==> src/rtl/arith_pkg.sv <==
// Shared arithmetic datapath types and constants: default operand width and
// the state encoding of the bit-serial subtractor.
package arith_pkg;

  localparam int ARITH_W = 16;

  typedef enum logic [1:0] {
    IDLE = 2'd0,
    RUN  = 2'd1,
    DONE = 2'd2
  } serial_sub_state_t;

endpackage

==> src/rtl/serial_subtractor_16bit_full_subtractor.sv <==
// One-bit full-subtractor cell: d = x - y - bi, with bo set when that
// subtraction needs a borrow from the next bit.
module full_subtractor (
  input  logic x_i,
  input  logic y_i,
  input  logic bi_i,
  output logic d_o,
  output logic bo_o
);

  assign d_o  = x_i ^ y_i ^ bi_i;
  assign bo_o = (~x_i & y_i) | (~(x_i ^ y_i) & bi_i);

endmodule

==> src/rtl/serial_subtractor_16bit.sv <==
// Bit-serial subtractor computing a - b - bin LSB first through one cell.
// Optional signed-overflow output is enabled with SERIAL_SUB_OVF_EN.
module serial_subtractor_16bit
  import arith_pkg::*;
#(
  parameter int WIDTH = ARITH_W
) (
  input  logic             clk_i,
  input  logic             rst_i,
  input  logic             in_valid_i,
  output logic             in_ready_o,
  input  logic [WIDTH-1:0] a_i,
  input  logic [WIDTH-1:0] b_i,
  input  logic             bin_i,
  output logic             out_valid_o,
  input  logic             out_ready_i,
  output logic [WIDTH-1:0] diff_o,
  output logic             bout_o
`ifdef SERIAL_SUB_OVF_EN
  ,
  output logic             ovf_o
`endif
);

  localparam int CNT_W = $clog2(WIDTH);
  localparam logic [CNT_W-1:0] LAST_BIT = CNT_W'(WIDTH - 1);

  serial_sub_state_t state_q;
  logic              in_ready_q;
  logic              out_valid_q;
  logic [WIDTH-1:0]  a_q;
  logic [WIDTH-1:0]  b_q;
  logic [WIDTH-1:0]  diff_q;
  logic [WIDTH-1:0]  diff_d;
  logic              borrow_q;
  logic [CNT_W-1:0]  cnt_q;
  logic [CNT_W-1:0]  cnt_d;
  logic              cell_d;
  logic              cell_bo;
`ifdef SERIAL_SUB_OVF_EN
  logic              a_msb_q;
  logic              b_msb_q;
  logic              ovf_q;
`endif

  full_subtractor u_cell (
    .x_i  (a_q[0]),
    .y_i  (b_q[0]),
    .bi_i (borrow_q),
    .d_o  (cell_d),
    .bo_o (cell_bo)
  );

  // Result fills from the top so bit 0 ends up at the LSB after WIDTH shifts.
  assign diff_d = {cell_d, diff_q[WIDTH-1:1]};
  assign cnt_d  = cnt_q + CNT_W'(1);

  always_ff @(posedge clk_i) begin
    if (rst_i) begin
      state_q     <= IDLE;
      in_ready_q  <= 1'b0;
      out_valid_q <= 1'b0;
      a_q         <= '0;
      b_q         <= '0;
      diff_q      <= '0;
      borrow_q    <= 1'b0;
      cnt_q       <= '0;
`ifdef SERIAL_SUB_OVF_EN
      a_msb_q     <= 1'b0;
      b_msb_q     <= 1'b0;
      ovf_q       <= 1'b0;
`endif
    end else begin
      case (state_q)
        IDLE: begin
          in_ready_q <= 1'b1;
          if (in_valid_i && in_ready_q) begin
            a_q        <= a_i;
            b_q        <= b_i;
            borrow_q   <= bin_i;
            cnt_q      <= '0;
            in_ready_q <= 1'b0;
            state_q    <= RUN;
`ifdef SERIAL_SUB_OVF_EN
            a_msb_q    <= a_i[WIDTH-1];
            b_msb_q    <= b_i[WIDTH-1];
`endif
          end
        end
        RUN: begin
          a_q      <= {1'b0, a_q[WIDTH-1:1]};
          b_q      <= {1'b0, b_q[WIDTH-1:1]};
          diff_q   <= diff_d;
          borrow_q <= cell_bo;
          cnt_q    <= cnt_d;
          if (cnt_q == LAST_BIT) begin
            state_q     <= DONE;
            out_valid_q <= 1'b1;
`ifdef SERIAL_SUB_OVF_EN
            // The bit produced this cycle is the result sign bit.
            ovf_q       <= (a_msb_q != b_msb_q) && (cell_d != a_msb_q);
`endif
          end
        end
        DONE: begin
          if (out_ready_i) begin
            state_q     <= IDLE;
            out_valid_q <= 1'b0;
            in_ready_q  <= 1'b1;
          end
        end
        default: begin
          state_q     <= IDLE;
          in_ready_q  <= 1'b0;
          out_valid_q <= 1'b0;
        end
      endcase
    end
  end

  assign in_ready_o  = in_ready_q;
  assign out_valid_o = out_valid_q;
  assign diff_o      = diff_q;
  assign bout_o      = borrow_q;
`ifdef SERIAL_SUB_OVF_EN
  assign ovf_o       = ovf_q;
`endif

endmodule
==> config.mk <==
export PLATFORM = sky130hd
export DESIGN_NAME = serial_subtractor_16bit
export DESIGN_NICKNAME = d
export VERILOG_FILES = /design/src/rtl/arith_pkg.sv /design/src/rtl/serial_subtractor_16bit_full_subtractor.sv /design/src/rtl/serial_subtractor_16bit.sv
export SDC_FILE = /design/constraint.sdc
export NUM_CORES = 1
export LEC_CHECK = 0
export ABC_AREA = 0
export ABC_CLOCK_PERIOD_IN_PS = 2200
export BUFFER_PORTS_ARGS = -buffer_cell sky130_fd_sc_hd__clkbuf_2
export CORE_AREA = 2 2 77 153
export CTS_CLUSTER_SIZE = 16
export DETAILED_ROUTE_END_ITERATION = 12
export DIE_AREA = 0 0 79 155
export PLACE_DENSITY = 0.51
export SLEW_MARGIN = 5
export SYNTH_ARGS = -nofsm -noshare
export SYNTH_HDL_FRONTEND = slang
export SYNTH_SLANG_ARGS = --single-unit
export TNS_END_PERCENT = 1
==> constraint.sdc <==
create_clock -name clk_i -period 2.2 [get_ports clk_i]
set_input_delay 0.33 -clock clk_i [delete_from_list [all_inputs] [get_ports clk_i]]
set_output_delay 0.33 -clock clk_i [all_outputs]
set_load 0.005 [all_outputs]
==> flow_summary.yaml <==
run_status:
  status: "finished clean"
yosys:
  synth.distinct_cells: 33
  ys_seq_area_frac: 0.435
  synthCells: 272
  yosys_most_used_dff: "dfxtp_1"
  synthArstFlopShare: 0
  synthTopCellsByCount: "dfxtp_1 (57), nand2_1 (39), o21bai_1 (29)"
  synth_area_leaders: "dfxtp_1 (43%), o211a_1 (9.9%), o21bai_1 (8.3%), mux2_2 (7.7%), nand2_1 (5.6%)"
  avgSynthCellArea_um2: 9.65
  synth_edf_count: 0
  yosysMostFrequentCell: "dfxtp_1"
  synth_top_area_share: 0.435
  synth_nets: 311
  syn_area_um2: 2630
  yosysTopAreaCell: "dfxtp_1"
  synth_warnings: 0
  yosys_register_bits: 57
clock_network:
  clk_pin_slew_ns: 0.05
  clkSinkCount: 57
  cts_tree: "built"
  clockBufferDepth: 2
  postCtsResizedCells: 0
  hold_buffers: 0
  clk_latency_ns: 0.32
  cts-buffers-inserted: 9
  cts_setup_buffers: 0
  cts-htree-levels: 3
  clockRootBuffer: "clkbuf_16"
drt:
  wire_per_inst_um: 13.3
  drt_iter0_drc: 144
  drt-pass1-iter-count: 4
  vias: 2066
  drc_errors: 0
  vias_per_cell: 4.41
  ant_nets: 0
  wl_um: 6210
timing:
  rsz0062_at_grt: "no"
  setup_viol: 0
  hold_violations: 0
  fin_worst_skew_ns: 0.00407
  period_needed_ns: 1.80
  slew_headroom: 0.664
  drv_slew: 0
  fmax_mhz: 557
  min_period_over_period: 0.817
  fin_tns_setup_ns: 0
  tightestPinTransition_ns: 0.504
die:
  rows: 55
  core-area_um2: 11100
  ios: 56
  die_h_um: 155
  start_util: 0.235
  dieWidth_um: 79
  die_area_um2: 12200
cells_and_area:
  multi_input_area_um2: 1350
  final_nets: 360
  final_cell_area_um2: 3390
  antenna_cells: 0
  final_core_utilization: 0.304
  num-fill-cells: 1200
  drive_gt1_frac: 0.304
  regArea_um2: 1140
  areaGrowthSynthToFinish_pct: 29.2
worst_setup_path:
  r2r-start: "state_q[0]"
  setup.worst_path.end_class: "flop"
  worstPathArrival_ns: 2.01
  reg2reg_slack_ns: 0.40
  crit_path_start: "state_q[0]"
  path_class: "reg2reg"
  r2r_cells: 3
  cp-start-kind: "flop"
  crit_required_ns: 2.41
  reg2reg_to: "b_q[1]"
  crit_path_max_fanout: 33
placed_design:
  dpl_cell_area_um2: 3040
  gp_congestion: 0.702
  dp.final_hpwl_um: 4030
  numPortBuffers: 55
power:
  pwr_density_cell_nw_per_um2: 929
  finalPower_mw: 3.15
  vdd_ir_drop_max_uv: 432
  p_leak_nw: 1.54
global_route:
  grt_usage: 0.109
  grt_max_degree: 40
  grt_remaining_overflow: 0
  grt_pass1_wl_um: 10500
  grt_pass1_vias: 2062
  antenna_found_initial: 0
min_path:
  holdPathEnd: "a_q[15]"
  min-delay-start: "a_i[15]"
  hold-path-cell-count: 3
  hold_class: "in2reg"
job:
  cap_violations: 0
[layout by cell type (no fill, tap or decap), drive strengths merged]
cell type   n
o21bai     29
o311ai      1
a211oi      2
nand4       1
nor2        2
inv         4
nor2b       2
o21a        1
clkinv      1
or3         1
o211a      26
bufinv      3
dfxtp      57
o21ai       8
nor4bb      1
ha          1
fa          1
nor3b       2
or2         2
o311a       3
nand3       2
a21oi      25
a31oi       2
and3        1
clkbuf     67
and2        1
nand2      39
a2111oi     1
nand2b      2
buf         9
mux2       29
[cells by family (layout without fill, tap and decap cells)]
logic type	after synthesis	after routing	synth area share
compound gates	98	98	0.276
fa+ha+maj	2	2	0.0124
buf+inv	30	84	0.0534
flops	57	57	0.435
mux	29	29	0.124
simple gates	56	56	0.0987
[flip-flops by register name, indices dropped and copies added (netlist names)]
name         flops
out_valid_o      1
cnt_q            4
bout_o           1
in_ready_o       1
b_q             16
diff_o          16
state_q          2
a_q             16
[worst max path at each step]
stage,cells past startpoint,end
finish,3,b_q[1]
detailed placement,3,b_q[1]
floorplan,4,a_q[0]
global route,3,b_q[1]
global placement,3,b_q[2]
CTS,3,b_q[1]
[routing by layer]
layer / global-route usage / part of all wire / vias up
met4: 0.0542 / 0.013 / 0
met2: 0.151 / 0.42 / 47
li1: - / - / 1081
met3: 0.0342 / 0.053 / 8
met1: 0.152 / 0.52 / 930
met5: 0 / 0 / -
[critical path, stage by stage (launching register included)]
cell and delay [ns]:
dfxtp_1 0.61, nand2b_4 0.37, mux2_1 0.42, o311a_1 0.28
[through the flow]
| step | setup slack [ns] | std cells | hold slack, ns |
|---|---|---|---|
| 2_1_floorplan | 0.844 | 272 | 0.446 |
| 3_3_place_gp | 0.442 | 452 | 0.444 |
| 3_5_place_dp | 0.394 | 452 | 0.449 |
| 4_1_cts | 0.386 | 468 | 0.226 |
| 5_1_grt | 0.268 | 468 | 0.244 |
| 6_report | 0.404 | 468 | 0.235 |
[area by class of cell]
type	instances	area share
clock inverter	4	0.0291
tap	142	0.0524
clock buffer	12	0.0756
inverter	4	0.00443
timing repair buffer	64	0.105
sequential	57	0.336
multi-input combinational	185	0.397
[where the power goes]
group | leakage (nW) | switching [mW] | total, mW | internal [mW]
Combinational | 0.900 | 0.172 | 0.355 | 0.183
Clock | 0.173 | 0.482 | 1.65 | 1.17
Sequential | 0.467 | 0.0377 | 1.14 | 1.11
(Power assumes the default switching activity.)
